`src/rtl/bit_stream_tx.sv`:
```
// bit_stream_tx
//   Serialises a captured frame of 1..WIDTH bits, MSB first, onto a single
//   registered output. After the frame come FLUSH idle-zero cycles. A
//   one-cycle done pulse follows, in the first IDLE cycle after the frame
//   completes. A frame may be repeated back-to-back, with no gap, by holding
//   loop high when its last bit is on the wire.
//
// Ports
//   clk        : the only clock, rising edge
//   rst        : synchronous active-high reset
//   load       : frame request, accepted only while ready=1
//   data       : frame bits, data[L-1:0] is sent
//   len        : frame length (0 or >WIDTH means WIDTH)
//   loop       : repeat the captured frame when its last bit is reached
//   out        : registered serial bit
//   out_valid  : out is carrying a frame bit
//   ready      : block is IDLE and will take a load
//   done       : one-cycle end-of-frame(+flush) pulse
module bit_stream_tx #(
    parameter int WIDTH = 32,
    parameter int FLUSH = 4
) (
    input  logic                     clk,
    input  logic                     rst,
    input  logic                     load,
    input  logic [WIDTH-1:0]         data,
    input  logic [$clog2(WIDTH):0]   len,
    input  logic                     loop,
    output logic                     out,
    output logic                     out_valid,
    output logic                     ready,
    output logic                     done
);

    localparam int CW = $clog2(WIDTH);
    localparam int LW = CW + 1;
    localparam int FW = 4;

    typedef enum logic [1:0] {
        S_IDLE,
        S_SHIFT,
        S_FLUSH
    } state_t;

    state_t             r_state;
    logic [WIDTH-1:0]   r_data;
    logic [CW-1:0]      r_top;
    logic [CW-1:0]      r_cnt;
    logic [FW-1:0]      r_fcnt;
    logic               r_out;
    logic               r_valid;
    logic               r_done;

    state_t             w_state;
    logic [WIDTH-1:0]   w_data;
    logic [CW-1:0]      w_top;
    logic [CW-1:0]      w_cnt;
    logic [FW-1:0]      w_fcnt;
    logic               w_out;
    logic               w_valid;
    logic               w_done;
    logic [CW-1:0]      w_eff_top;

    // Index of the first (most significant) bit to send. A zero or
    // oversized length falls back to a full-width frame.
    always_comb begin
        w_eff_top = CW'(WIDTH - 1);
        if ((len != '0) && (len <= LW'(WIDTH))) begin
            w_eff_top = CW'(len - 1'b1);
        end
    end

    // Next-state and next-output logic. The serial bit is computed one cycle
    // ahead so that out is a flop output and appears the cycle after the
    // accepting edge.
    always_comb begin
        w_state = r_state;
        w_data  = r_data;
        w_top   = r_top;
        w_cnt   = r_cnt;
        w_fcnt  = r_fcnt;
        w_out   = 1'b0;
        w_valid = 1'b0;
        w_done  = 1'b0;

        case (r_state)
            S_IDLE: begin
                if (load) begin
                    w_state = S_SHIFT;
                    w_data  = data;
                    w_top   = w_eff_top;
                    w_cnt   = w_eff_top;
                    w_out   = data[w_eff_top];
                    w_valid = 1'b1;
                end
            end

            S_SHIFT: begin
                if (r_cnt == '0) begin
                    // Last bit on the wire: loop restarts from the captured
                    // copy, otherwise drain into flush (or straight to idle).
                    if (loop) begin
                        w_cnt   = r_top;
                        w_out   = r_data[r_top];
                        w_valid = 1'b1;
                    end else if (FLUSH > 0) begin
                        w_state = S_FLUSH;
                        w_fcnt  = FW'(FLUSH - 1);
                    end else begin
                        w_state = S_IDLE;
                        w_done  = 1'b1;
                    end
                end else begin
                    w_cnt   = r_cnt - 1'b1;
                    w_out   = r_data[w_cnt];
                    w_valid = 1'b1;
                end
            end

            S_FLUSH: begin
                if (r_fcnt == '0) begin
                    w_state = S_IDLE;
                    w_done  = 1'b1;
                end else begin
                    w_fcnt = r_fcnt - 1'b1;
                end
            end

            default: begin
                w_state = S_IDLE;
            end
        endcase
    end

    // State register with synchronous reset; reset wins over any load and
    // aborts a frame without producing done.
    always_ff @(posedge clk) begin
        if (rst) begin
            r_state <= S_IDLE;
            r_data  <= '0;
            r_top   <= '0;
            r_cnt   <= '0;
            r_fcnt  <= '0;
            r_out   <= 1'b0;
            r_valid <= 1'b0;
            r_done  <= 1'b0;
        end else begin
            r_state <= w_state;
            r_data  <= w_data;
            r_top   <= w_top;
            r_cnt   <= w_cnt;
            r_fcnt  <= w_fcnt;
            r_out   <= w_out;
            r_valid <= w_valid;
            r_done  <= w_done;
        end
    end

    assign out       = r_out;
    assign out_valid = r_valid;
    assign done      = r_done;
    assign ready     = (r_state == S_IDLE);

endmodule

```
`config.mk`:
```
export PLATFORM = sky130hd
export DESIGN_NAME = bit_stream_tx
export DESIGN_NICKNAME = d
export VERILOG_FILES = /design/src/rtl/bit_stream_tx.sv
export SDC_FILE = /design/constraint.sdc
export NUM_CORES = 1
export LEC_CHECK = 0
export CAP_MARGIN = 40
export CORE_MARGIN = 2
export CORE_UTILIZATION = 59
export CTS_CLUSTER_SIZE = 8
export DETAILED_ROUTE_END_ITERATION = 12
export GPL_ROUTABILITY_DRIVEN = 0
export PLACE_DENSITY_LB_ADDON = 0.15
export SLEW_MARGIN = 20
export SYNTH_ARGS = -nofsm -noshare
export SYNTH_HDL_FRONTEND = slang
export SYNTH_SLANG_ARGS = --single-unit
export TNS_END_PERCENT = 30
```
`constraint.sdc`:
```
create_clock -name clk -period 7.8 [get_ports clk]
set_input_delay 1.56 -clock clk [delete_from_list [all_inputs] [get_ports clk]]
set_output_delay 1.56 -clock clk [all_outputs]
set_load 0.05 [all_outputs]
```
==> flow_summary_export.csv, run 1 <==
group,metric,value,unit
outcome,status,"finished, final reports clean",
synth,ys_warn_count,0,
synth,ys_seq_area_frac,0.333,
floorplanning,die_w,76.1,um
clock_tree,numCtsBuffers,5,
global_routing,grt.overflow.total,0,
placement,dp_slack,3.21,ns
synth,syn_inst,351,
routing,via_count,2813,
pwr,p_per_area,190,nW/um^2
floorplanning,die_y,76.1,um
clock_tree,cts_resized,0,
synth,synth_ff_type,"dfxtp_1",
synth,ys_types,55,
timing,rsz0062_at_grt,"false",
critical_path,startpoint,"len[0]",
synth,postSynthAreaPerCell,8.73,sq um
placement,post_dp_cell_area,3520,sq um
timing,worst_slew_pin_slew,0.770,ns
routing,wirelength,7670,um
clock_tree,root_buffer,"clkbuf_8",
finish,area_growth,18.4,%
floorplanning,num_rows,26,
global_routing,first_global_vias,2586,
flow_run,drv_cap,0,
critical_path,rr_worst_depth,7,
hold_path,hold_class,"reg2reg",
finish,final_cell_mix,"76 x nand2_1, 51 x dfxtp_1, 45 x clkdlybuf4s50_1",
timing,max_slew_margin,0.485,
clock_tree,clkSlewWorstSetupHoldPaths,0.09,ns
clock_tree,cts_tree,"done",
floorplanning,dieArea,5780,sq um
placement,hpwlAfterDp,5490,um
clock_tree,worstSkewPairLatency,0.30,ns
timing,min_period_over_period,0.523,
critical_path,worstSetupEndpointType,"flip-flop",
timing,drv_slew,0,
floorplanning,start_util,0.607,
routing,drc,0,
timing,finalHoldViolCount,0,
clock_tree,clkSinkCount,51,
global_routing,grt_start_max_net_pins,52,
synth,synth_top_area_frac,0.333,
routing,drt_first_iter_violations,249,
pwr,ir_drop,0.000112,V
critical_path,path_max_fanout,17,
pwr,total_power,0.000688,W
global_routing,grt_usage,0.275,
timing,min_period,4.08,ns
critical_path,r2r-start,"r_cnt[0]",
synth,synth_edf_count,0,
finish,design_area,3630,sq um
routing,vias_per_cell,6.20,
global_routing,grt_pass1_wl,12800,um
clock_tree,cts-hold-fix-buffers,0,
clock_tree,cts_max_level,2,
finish,drive_above_1_share,0.138,
synth,syn-cell-area,3060,sq um
floorplanning,core_region_area,5040,sq um
timing,clock.fmax,245,MHz
critical_path,r2r-end,"out",
critical_path,required,7.98,ns
finish,final_common_cell,"nand2_1",
clock_tree,post_cts_buffers,0,
global_routing,antenna_found_initial,0,
finish,antenna_cells,0,
critical_path,crit_type,"in2reg",
routing,avgRoutedWirePerCell,16.9,um
timing,finalSetupViolCount,0,
critical_path,cp-endpoint,"out",
timing,fin_setup_tns,0,ns
pwr,p_leak,1.31,nW
synth,synth_top_area_cell,"dfxtp_1",
timing,setup_slack,3.72,ns
critical_path,rrSetupSlack,4.83,ns
synth,synthArstFlopShare,0,
finish,final_nets,428,
synth,syn_nets,396,
critical_path,critPathLaunchType,"input pin",
routing,drtPass1Iterations,4,
routing,ant_nets,0,
synth,ys_ff_latch,51,
timing,skew,0.00576,ns
placement,portBuffers,45,
synth,synth_area_leaders,"dfxtp_1 33%, mux4_2 15%, nand2_1 9.3%",
critical_path,worstPathArrival,4.26,ns
clock_tree,cts_buffer_depth,2,
floorplanning,ios,46,
==> worst min-delay path by stage <==
stage / cells past startpoint / from / slack [ns] / endpoint
after floorplan: 2 / r_data[30] / 0.44 / r_data[30]
after global placement: 2 / r_data[26] / 0.45 / r_data[26]
after detailed placement: 2 / r_data[21] / 0.46 / r_data[21]
after CTS: 2 / r_data[21] / 0.47 / r_data[21]
after global routing: 2 / r_data[1] / 0.50 / r_data[1]
final: 2 / r_data[21] / 0.47 / r_data[21]
==> sequential cells by signal, indices dropped and copies added, names as in the netlist <==
signal     cells
done           1
out            1
out_valid      1
r_cnt          5
r_data        32
r_fcnt         4
r_state        2
r_top          5
==> cell families after synthesis <==
group / Yosys count / synth area share
flops: 51 / 0.333
fa+ha+maj: 3 / 0.0123
xor+xnor: 9 / 0.0257
buf+inv: 36 / 0.0507
compound gates: 76 / 0.163
simple gates: 147 / 0.236
mux: 29 / 0.179
==> synth_stat cells, types with 2 or more instances <==
library cell,count
a2111oi_0,2
a211oi_1,9
a21oi_1,41
a311oi_1,2
a31oi_1,2
and2_1,2
and3_1,3
buf_2,4
buf_6,2
clkbuf_1,18
dfxtp_1,51
ha_1,3
inv_1,11
mux2_2,3
mux2i_1,5
mux4_2,20
nand2_1,76
nand2b_1,4
nand3_1,4
nand3b_1,2
nor2_1,23
nor2b_1,6
nor3_1,7
nor3b_1,3
nor4_1,3
o211ai_1,3
o211ai_2,2
o21ai_0,3
o31ai_1,2
or2_2,3
xnor2_1,4
xor2_1,5
==> power by group <==
part	switching, W	leakage [nW]	internal [W]	total (W)
Sequential	0.0000280	0.419	0.000282	0.000310
Clock	0.0000871	0.0505	0.0000808	0.000168
Combinational	0.000111	0.837	0.0000987	0.000210
==> cell type report <==
| cell class | count | area, sq um |
|---|---|---|
| clock buffer | 7 | 96.3 |
| clock inverter | 1 | 7.51 |
| fill | 428 | 1420 |
| inverter | 11 | 41.3 |
| multi-input combinational | 264 | 1890 |
| sequential | 51 | 1020 |
| tap | 70 | 87.6 |
| timing repair buffer | 50 | 485 |
==> stage by stage <==
stage	hold slack (ns)	cells	utilization
5_1_grt	0.497	454	0.719
2_1_floorplan	0.443	351	-
3_3_place_gp	0.452	444	0.696
4_1_cts	0.471	453	0.718
6_report	0.473	454	0.719
3_5_place_dp	0.458	445	0.698
==> metal layers <==
metal	part of all wire	global-route usage
met1	0.41	0.371
met2	0.50	0.455
met3	0.073	0.0474
met4	0.018	0.0855
met5	0	0
==> critical path: stages <==
cell,delay [ns]
clkdlybuf4s50_1,0.90
inv_1,0.11
ha_1,0.27
nor4b_4,0.15
xnor2_1,0.42
buf_4,0.25
and3_1,0.16
nor4_1,0.05
o31ai_1,0.29
o211ai_2,0.10
No activity file was read; power rests on OpenSTA's default activity.
==> run 2: changes to the inputs <==
- CORE_UTILIZATION: 59 -> 54
- clock period: 7.8 -> 3.9 ns (I/O delays scaled with it)
==> run 2 against run 1 <==
  * Clock skew down 0.00074 ns
  * Worst setup slack worse by 2.7 ns
  * Clock power up 83%
  * First-iteration DRC count up 8.0%
  * Core utilization down 6.1 points
  * Count of clock-buffer cells in the layout down 1
  * Total power up 97%
  * Sequential power up 97%
  * Via count down 3.3%
  * Critical endpoint unchanged
==> flow_summary_export.csv, run 2 (synthesized netlist as in run 1, its figures left out) <==
group,metric,value,unit
pwr,p_clk_frac,0.228,
routing,drt_first_iter_violations,269,
critical_path,rr_worst_depth,8,
routing,avgRoutedWirePerCell,17.0,um
clock_tree,clkSinkCount,51,
critical_path,r2r-end,"out",
global_routing,antenna_found_initial,0,
hold_path,whs_endpoint,"r_data[14]",
critical_path,worstSetupEndpointType,"flip-flop",
clock_tree,post_cts_buffers,0,
global_routing,grt_start_max_net_pins,36,
global_routing,grt_pass1_wl,12900,um
critical_path,crit_type,"in2reg",
flow_run,drv_cap,0,
timing,fin_setup_tns,0,ns
finish,area_growth,18.3,%
critical_path,path_common_cell,"o211ai_2",
finish,top_regs,"r_data (32), r_cnt (5), r_top (5)",
critical_path,required,4.09,ns
clock_tree,numCtsBuffers,5,
timing,max_slew_margin,0.471,
hold_path,hold_depth,2,
finish,final_cell_mix,"76 x nand2_1, 51 x dfxtp_1, 44 x clkdlybuf4s50_1",
finish,final_nets,430,
finish,drive_above_1_share,0.142,
placement,hpwlAfterDp,5740,um
timing,worst_slew_pin_slew,0.791,ns
critical_path,path_cells,"clkdlybuf4s50_1 -> inv_1 -> ha_1 -> nor4b_4 -> mux2_4 -> mux4_2 -> o2bb2ai_1 -> o211ai_2 -> o211ai_2",
clock_tree,clkSlewWorstSetupHoldPaths,0.09,ns
clock_tree,cts_resized,0,
pwr,p_seq_frac,0.451,
timing,finalHoldViolCount,0,
clock_tree,worstSkewPairLatency,0.31,ns
routing,vias_per_cell,5.94,
timing,finalSetupViolCount,0,
finish,largest_reg_flops,32,
floorplanning,dieArea,6290,sq um
finish,final_common_cell,"nand2_1",
pwr,p_int,0.000890,W
timing,rsz0062_at_grt,"false",
pwr,p_sw_frac,0.342,
critical_path,slowest_delay,0.46,ns
timing,min_period,2.84,ns
routing,ant_nets,0,
floorplanning,die_y,79.3,um
floorplanning,core_region_area,5510,sq um
outcome,status,"finished, final reports clean",
global_routing,grt_usage,0.266,
routing,wirelength,7780,um
critical_path,rrSetupSlack,1.39,ns
critical_path,path_buf_inv,2,
pwr,p_comb_frac,0.321,
routing,drc,0,
global_routing,first_global_vias,2593,
pwr,p_leak,1.31,nW
timing,clock.fmax,353,MHz
timing,hold_slack,0.475,ns
finish,antenna_cells,0,
placement,portBuffers,45,
critical_path,crit_slowest_cell,"mux4_2",
critical_path,worstPathArrival,3.03,ns
floorplanning,ios,46,
clock_tree,cts_buffer_depth,2,
routing,via_count,2721,
floorplanning,die_w,79.3,um
clock_tree,cts-hold-fix-buffers,0,
critical_path,critPathLaunchType,"input pin",
timing,drv_slew,0,
finish,regMostFlops,"r_data",
clock_tree,root_buffer,"clkbuf_8",
hold_path,min_from,"r_data[14]",
floorplanning,num_rows,27,
critical_path,path_max_fanout,6,
critical_path,crit_family,"multiplexers",
global_routing,grt.overflow.total,0,
routing,drtPass1Iterations,4,
timing,skew,0.00503,ns
floorplanning,start_util,0.556,
hold_path,hold_class,"reg2reg",
timing,setup_slack,1.06,ns
pwr,ir_drop,0.000232,V
clock_tree,cts_max_level,2,
pwr,p_sw,0.000463,W
clock_tree,cts_tree,"done",
critical_path,r2r-start,"r_cnt[1]",
placement,dp_slack,0.733,ns
timing,min_period_over_period,0.727,
pwr,p_per_area,373,nW/um^2
==> run 2: cell types whose count changed in the layout (fill, tap and decap cells not counted), sizes merged <==
cell	previous run	this run
buf	4	8
clkbuf	8	6
clkdlybuf4s50	45	44
clkinv	0	1
==> run 2: worst reg2reg max path: cells and delay by family, from the launching register on <==
family | cells | cell delay [ns]
muxes | 1 | 0.38
and+or+nand+nor | 3 | 0.46
DFF | 1 | 0.35
AOI/OAI and AO/OA | 2 | 0.55
buffers and inverters | 1 | 0.07
adders and majority gates | 1 | 0.61
==> run 2: metal layers <==
layer,share of wire,global-route usage,up-vias,wire (um)
li1,-,-,1324,-
met1,0.42,0.356,1273,3280
met2,0.49,0.432,115,3820
met3,0.077,0.0648,9,601
met4,0.011,0.0741,0,83
met5,0,0,-,0
==> run 2: power groups by stage <==
stage                     combinational, W  sequential, W  clock, W
after CTS                         0.000432       0.000609  0.000310
after detailed placement          0.000431       0.000621         0
after global routing              0.000472       0.000617  0.000336
after floorplan                   0.000301       0.000613         0
after global placement            0.000421       0.000619         0
final                             0.000434       0.000610  0.000308
==> run 2: cell type report <==
| class | count | area [sq um] |
|---|---|---|
| multi-input cells | 264 | 1890 |
| fillers | 454 | 1880 |
| flip-flops and latches | 51 | 1020 |
| repair buffers | 52 | 498 |
| well taps | 72 | 90.1 |
| clock buffers | 6 | 72.6 |
| inverters | 11 | 41.3 |
| clock inverters | 2 | 12.5 |
==> run 2: through the flow <==
stage,cells,instance area (sq um),utilization,power (W)
6_report,458,3620,0.658,0.00135
5_1_grt,458,3620,0.658,0.00142
4_1_cts,458,3620,0.658,0.00135
3_5_place_dp,450,3540,0.642,0.00105
3_3_place_gp,449,3530,0.641,0.00104
2_1_floorplan,351,3060,-,0.000914
==> run 2: worst max path at each step <==
stage	from	endpoint	cells past startpoint
final	len[1]	out	9
after global routing	len[1]	out	9
after CTS	len[1]	out	9
after detailed placement	len[1]	out	9
after global placement	len[0]	out	9
after floorplan	len[0]	out	10
==> run 3: changes to the inputs <==
- CORE_UTILIZATION: 54 -> 49
- clock period: 3.9 -> 2.5 ns (I/O delays scaled with it)
==> run 3 against run 2 <==
  * Sequential share of layout area decreased by 1.4 points
  * Clock skew about the same
  * Worst hold slack improved by 0.00090 ns
  * Critical path type unchanged
  * Total power increased by 69%
  * Non-clock buffer count increased by 18
  * Critical endpoint unchanged
  * Largest power group unchanged
  * Core utilization decreased by 2.1 points
  * Global-route usage decreased by 2.5 points
  * Register-to-register slack got worse by 1.3 ns
  * Sequential power increased by 53%
==> flow_summary_export.csv, run 3 (synthesized netlist as in run 1, its figures left out) <==
group,metric,value,unit
finish,final_common_cell,"nand2_1",
routing,vias_per_cell,5.91,
floorplanning,dieArea,6900,sq um
routing,ant_nets,0,
timing,drv_slew,0,
timing,min_period,2.41,ns
finish,fill_cells,520,
pwr,p_leak,1.41,nW
pwr,total_power,0.00229,W
critical_path,path_max_fanout,5,
routing,wirelength,8230,um
global_routing,grt.overflow.total,0,
placement,hpwlAfterDp,6160,um
routing,drc,0,
routing,met3_length,528,um
critical_path,critPathLaunchType,"input pin",
floorplanning,die_w,83.1,um
global_routing,antenna_found_initial,0,
routing,highest_layer,"met4",
finish,largest_reg_flops,32,
routing,drtPass1Iterations,5,
clock_tree,clkSinkCount,51,
timing,min_period_over_period,0.965,
floorplanning,ios,46,
clock_tree,root_buffer,"clkbuf_8",
timing,worst_slew_pin_slew,0.524,ns
floorplanning,num_rows,28,
clock_tree,worstSkewPairLatency,0.31,ns
outcome,status,"finished, final reports clean",
timing,finalSetupViolCount,0,
routing,drt-met1-wl,3510,um
clock_tree,clkSlewWorstSetupHoldPaths,0.10,ns
finish,antenna_cells,0,
clock_tree,post_cts_buffers,0,
placement,numPlacedInstances,471,
finish,area_growth,24.6,%
global_routing,grt_usage,0.241,
routing,via_count,2832,
clock_tree,cts_tree,"done",
floorplanning,die_y,83.1,um
finish,stdcell_count,479,
global_routing,grt_start_max_net_pins,35,
critical_path,required,2.70,ns
global_routing,grt_pass1_wl,13300,um
timing,max_slew_margin,0.651,
finish,design_area,3820,sq um
finish,drive_above_1_share,0.196,
routing,wl_met2,4040,um
global_routing,first_global_vias,2648,
timing,clock.fmax,415,MHz
clock_tree,numCtsBuffers,5,
placement,portBuffers,45,
critical_path,crit_type,"in2reg",
finish,final_cell_mix,"76 x nand2_1, 51 x dfxtp_1, 44 x clkdlybuf4s50_1",
floorplanning,start_util,0.511,
timing,skew,0.00484,ns
pwr,p_per_area,599,nW/um^2
clock_tree,cts_max_level,2,
critical_path,worstPathArrival,2.61,ns
finish,regMostFlops,"r_data",
critical_path,worstSetupEndpointType,"flip-flop",
finish,top_regs,"r_data (32), r_cnt (5), r_top (5)",
hold_path,hold_class,"reg2reg",
placement,post_dp_cell_area,3700,sq um
timing,finalHoldViolCount,0,
clock_tree,cts_buffer_depth,2,
placement,dp_slack,-0.245,ns
timing,rsz0062_at_grt,"false",
flow_run,drv_cap,0,
routing,avgRoutedWirePerCell,17.2,um
timing,setup_slack,0.0879,ns
floorplanning,core_region_area,5990,sq um
pwr,ir_drop,0.000314,V
routing,drt_first_iter_violations,210,
finish,final_nets,448,
## run 3: worst paths after layout
kind	startpoint	end	slack (ns)	depth (start not counted)
setup / recovery	len[1]	out	0.09	9
hold / removal	r_data[1]	r_data[1]	0.48	2
setup reg to reg	r_cnt[1]	out	0.12	7
hold reg to reg	r_data[1]	r_data[1]	0.48	2
## run 3: layout make-up
class                      count  area [sq um]  area share
sequential                    51          1020       0.268
tap                           75          93.8      0.0246
multi-input combinational    264          1910       0.502
timing repair buffer          70           633       0.166
clock inverter                 3          43.8      0.0115
inverter                      11          41.3      0.0108
clock buffer                   5          68.8      0.0180
## run 3: worst max-delay path: stages
cell	delay, ns
clkdlybuf4s50_1	0.42
inv_1	0.10
ha_4	0.13
nor4b_4	0.24
mux2_4	0.37
mux4_2	0.44
o2bb2ai_2	0.14
o211ai_2	0.17
o211ai_2	0.09
## run 3: stage by stage
| stage | utilization | hold slack (ns) | TNS (ns) |
|---|---|---|---|
| floorplan | - | 0.443 | 0 |
| CTS | 0.636 | 0.475 | 0 |
| global route | 0.637 | 0.495 | 0 |
| global placement | 0.618 | 0.450 | -0.241 |
| finish | 0.637 | 0.476 | 0 |
| detailed placement | 0.618 | 0.460 | -0.245 |
## run 3: report_power, final
group	total [W]	switching, W	internal, W
registers	0.000936	0.0000559	0.000880
logic	0.000761	0.000402	0.000359
clock network	0.000590	0.000291	0.000299
total	0.00229	0.000749	0.00154
## run 3: per-layer routing
metal,vias up,global-route usage
li1,1360,-
met3,19,0.0457
met4,0,0.0700
met1,1338,0.321
met5,-,0
met2,115,0.402
## run 3: repair_timing
action | in CTS | in global routing
resized for setup | 0 | 2
setup endpoints to repair | 0 | 1
hold endpoints to repair | 0 | 0
hold buffers | 0 | 0
==> RTL edit 1, RTL diff (settings of run 3) <==
`FW`: 4 -> 8.
--- a/src/rtl/bit_stream_tx.sv
+++ b/src/rtl/bit_stream_tx.sv
@@ -36,3 +36,3 @@
     localparam int LW = CW + 1;
-    localparam int FW = 4;
+    localparam int FW = 8;
 
Check against the original RTL: no difference found for any inputs over 10 cycles, from zero or initial values and one cycle with rst high; that may be too few to reach the edited logic, so the function may still have changed.
==> RTL edit 1 against run 3 <==
  * Design area grew 5.3%
  * Power grew 2.9%
  * Final cell count grew 6.1%
  * Worst setup slack lost 0.0016 ns
  * Synthesized area grew 2.1%
  * Sequential cell count grew 4
  * Worst hold slack gained 0.0016 ns
  * Non-clock buffer count grew 10
  * Critical path depth grew 2
  * Routed wire length grew 3.8%
  * Via count grew 5.1%
  * Register-to-register slack is essentially flat
==> RTL edit 1: results <==
set metrics [dict create \
    seqPwrFrac 0.431 \
    seqCellArea_mm2 0.001104 \
    cts_resized 9 \
    area_share_nonclk_buffers 0.1753 \
    min_to "r_data[29]" \
    synth_fp_nets 413 \
    vias_per_cell 5.858 \
    drive_above_1_share 0.2042 \
    synth.area.top_cells "dfxtp_1 35%, mux4_2 12%, nand2_1 9.6%, a21oi_1 7.0%, nor2_1 3.6%" \
    place_worst_setup_slack_ns -0.5277 \
    cpMaxStageDelayCell "or4b_1" \
    whs_ns 0.4778 \
    drt_iter0_markers 263 \
    cp_max_fo 8 \
    synth_compound_area_frac 0.1768 \
    nNonClkInverters 6 \
    dp.cells 497 \
    switchingPower_uw 799.5 \
    fill_cells 547 \
    multi_input_area_share 0.4970 \
    seq_cell_power_mw 1.02 \
    critical-path-top-delay-family "simple AND/OR/NAND/NOR gates" \
    avgSynthCellArea_um2 8.523 \
    final-instance-count-excl-fill 508 \
    status "completed" \
    synth.area.mux_share 0.1556 \
    dp_hpwl_um 6371 \
    fin_nets 476 \
    cpPeakStageDelay_ns 0.52 \
    synth_cell_types 49 \
    netlist_area_mm2 0.003128 \
    clock_skew_ns 0.003857 \
    hold_start "r_data[29]" \
    grt_pass1_vias 2905 \
    yosysSeqAreaShare 0.3520 \
    area_growth_pct 28.44 \
    power_frac_comb 0.356 \
    dpl_cell_area_mm2 0.003847 \
    grt_max_degree 37 \
]
## RTL edit 1: changes by cell type in the layout (fill, tap and decap cells not counted), moves of 4 or more
cell	run 3	this run
buf_4	25	35
nor2_1	23	30
inv_1	10	4
xnor2_1	4	9
clkdlybuf4s50_1	44	40
nand2_1	76	80
xor2_1	5	1
## RTL edit 1: kinds of logic after synthesis
| logic type | after synthesis |
|---|---|
| simple gates | 152 |
| compound gates | 88 |
| flops | 55 |
| buf+inv | 30 |
| mux | 27 |
| xor+xnor | 11 |
| fa+ha+maj | 4 |
## RTL edit 1: layer usage
| layer | wire (um) | vias to the layer above | track usage |
|---|---|---|---|
| met5 | 0 | - | 0 |
| met4 | 164 | 0 | 0.07771 |
| met3 | 503 | 12 | 0.04748 |
| met2 | 4197 | 133 | 0.4058 |
| met1 | 3678 | 1390 | 0.3350 |
| li1 | - | 1441 | - |
## RTL edit 1: tightest hold or removal path, cell delays in order, from the launching register on
cell and delay, ns:
dfxtp_1 0.33, nand2_1 0.05, a21oi_1 0.05
==> RTL edit 2, RTL diff (settings of run 3) <==
Made on the original files. `r_data` no longer has a reset.
--- a/src/rtl/bit_stream_tx.sv
+++ b/src/rtl/bit_stream_tx.sv
@@ -139,3 +139,2 @@
             r_state <= S_IDLE;
-            r_data  <= '0;
             r_top   <= '0;
@@ -148,3 +147,2 @@
             r_state <= w_state;
-            r_data  <= w_data;
             r_top   <= w_top;
@@ -158,2 +156,6 @@
 
+    always_ff @(posedge clk) begin
+        r_data <= w_data;
+    end
+
     assign out       = r_out;
Check against the original RTL: same outputs for any inputs over 10 cycles, from zero or initial values and one cycle with rst high; that may be too few to reach the edited logic, so the function may still have changed.
==> RTL edit 2 against run 3 <==
  * Highest routed layer unchanged
  * Clock power shrank 21%
  * Sequential cell count did not move
  * Largest power group unchanged
  * Synthesized area is 6.5% lower
  * Fmax up 1.6%
  * Power fell by 3.1%
  * Global-route usage down 1.8 points
  * Design area decreased by 1.6%
  * Non-clock buffer count up 13
  * Worst setup slack improved by 0.037 ns
  * Combinational power fell by 5.1%
  * Critical path type unchanged
  * Routed wire length decreased by 17%
==> RTL edit 2: results <==
set metrics [dict create \
    drt_iter0_markers 132 \
    cts_inserted_buffers 5 \
    diodes 0 \
    synth-warning-count 0 \
    vias_per_cell 5.807 \
    rr_startpoint "r_cnt[0]" \
    antenna_found_initial 0 \
    grt_max_degree 42 \
    startpoint "len[2]" \
    crit_arrival_ns 2.57 \
    dp_hpwl_um 5446 \
    clock_latency_ns 0.30 \
    synth_fp_nets 294 \
    root_buffer "clkbuf_8" \
    vdd_ir_drop_max_mv 0.3358 \
    synth_cell_types 50 \
    drt-pass1-iter-count 4 \
    synth_common_cells "32 x edfxtp_1, 24 x nor2_1, 21 x nand2_1, 19 x dfxtp_1, 18 x mux4_2" \
    fill_cells 440 \
    p_leak_nw 1.376 \
    yosysSeqAreaShare 0.4683 \
    avgRoutedWirePerCell_um 17.05 \
    worstHoldPathType "reg -> reg" \
    drive_above_1_share 0.2324 \
    ys_async_sr_fraction 0 \
    rr_worst_depth 8 \
    grt_pass1_wl_um 10860 \
    grt_pass1_vias 2189 \
    fin_nets 371 \
    clk_pin_slew_ns 0.09 \
    synth.area.top_cells "edfxtp_1 34%, mux4_2 14%, dfxtp_1 13%, a211oi_1 3.9%, mux2i_1 3.8%" \
    slew-limit-headroom 0.6231 \
    reg_top3 "r_data x32, r_cnt x5, r_top x5" \
    worstHoldPathCells 1 \
    clockBufferDepth 2 \
    cp_max_fo 3 \
    hold_start "r_fcnt[3]" \
    grt.total_usage 0.2237 \
    cts_max_level 2 \
    clock_skew_ns 0.002315 \
    synth_edf_count 32 \
    status "completed" \
    io_buffers 45 \
]
-- RTL edit 2: cell count changes after synthesis, sizes merged, moves of 3 or more --
cell | before | now
mux2 | 4 | 1
nor3 | 9 | 6
dfxtp | 51 | 19
nand2 | 76 | 22
o31a | 0 | 3
a211oi | 9 | 15
mux2i | 5 | 11
xor2 | 5 | 1
clkbuf | 18 | 8
nor4 | 4 | 0
a21oi | 41 | 10
edfxtp | 0 | 32
-- RTL edit 2: logic make-up after synthesis --
kind of cell    synth area share
compound gates            0.1411
xor+xnor                 0.01835
fa+ha+maj                0.01311
buf+inv                  0.03364
flops                     0.4683
mux                       0.1839
simple gates              0.1416
-- RTL edit 2: final cells by class --
cell class | instances | area, um^2 | share of cell area
multi-input cells | 173 | 1450 | 0.3861
clock buffers | 5 | 68.82 | 0.01832
repair buffers | 83 | 740.7 | 0.1972
well taps | 72 | 90.09 | 0.02398
inverters | 12 | 45.04 | 0.01199
clock inverters | 3 | 20.02 | 0.005330
flip-flops and latches | 51 | 1341 | 0.3571
-- RTL edit 2: repair_timing --
action	CTS	global route
pin swaps	2	3
setup buffers	4	2
setup endpoints to repair	1	2
cloned	0	0
resized for setup	4	4
hold endpoints to repair	0	0
-- RTL edit 2: report_power, final --
part | internal [mW] | switching [mW] | leakage, nW
clock | 0.194 | 0.274 | 0.0363
combinational | 0.378 | 0.344 | 0.877
sequential | 0.973 | 0.0529 | 0.463
total | 1.54 | 0.671 | 1.38
-- RTL edit 2: per-stage QoR --
stage	power (mW)	instances	cell area [um^2]	setup slack [ns]	util
CTS	2.223	397	3729	0.01258	0.6689
global placement	1.740	385	3593	-0.3126	0.6447
detailed placement	1.754	385	3593	-0.3833	0.6447
finish	2.216	399	3756	0.1249	0.6739
global route	2.330	399	3756	-0.002468	0.6739
floorplan	1.477	249	2865	-0.1850	-
-- RTL edit 2: final timing paths --
| path | end | slack [ns] |
|---|---|---|
| max | out | 0.12 |
| min | r_fcnt[3] | 0.48 |
| max reg2reg | out | 0.18 |
| min reg2reg | r_fcnt[3] | 0.48 |
-- RTL edit 2: routing by layer --
layer	global-route usage	vias up	routed length, um
li1	-	1123	-
met1	0.3158	1114	3075
met2	0.3667	73	3268
met3	0.03596	7	401
met4	0.04746	0	56
met5	0	-	0
-- RTL edit 2: critical path, cell delays in order --
cell and delay, ns:
clkdlybuf4s50_1 0.46, nor4b_4 0.35, mux2i_2 0.33, buf_4 0.17, o211ai_1 0.08, a221o_1 0.35, a311o_1 0.34
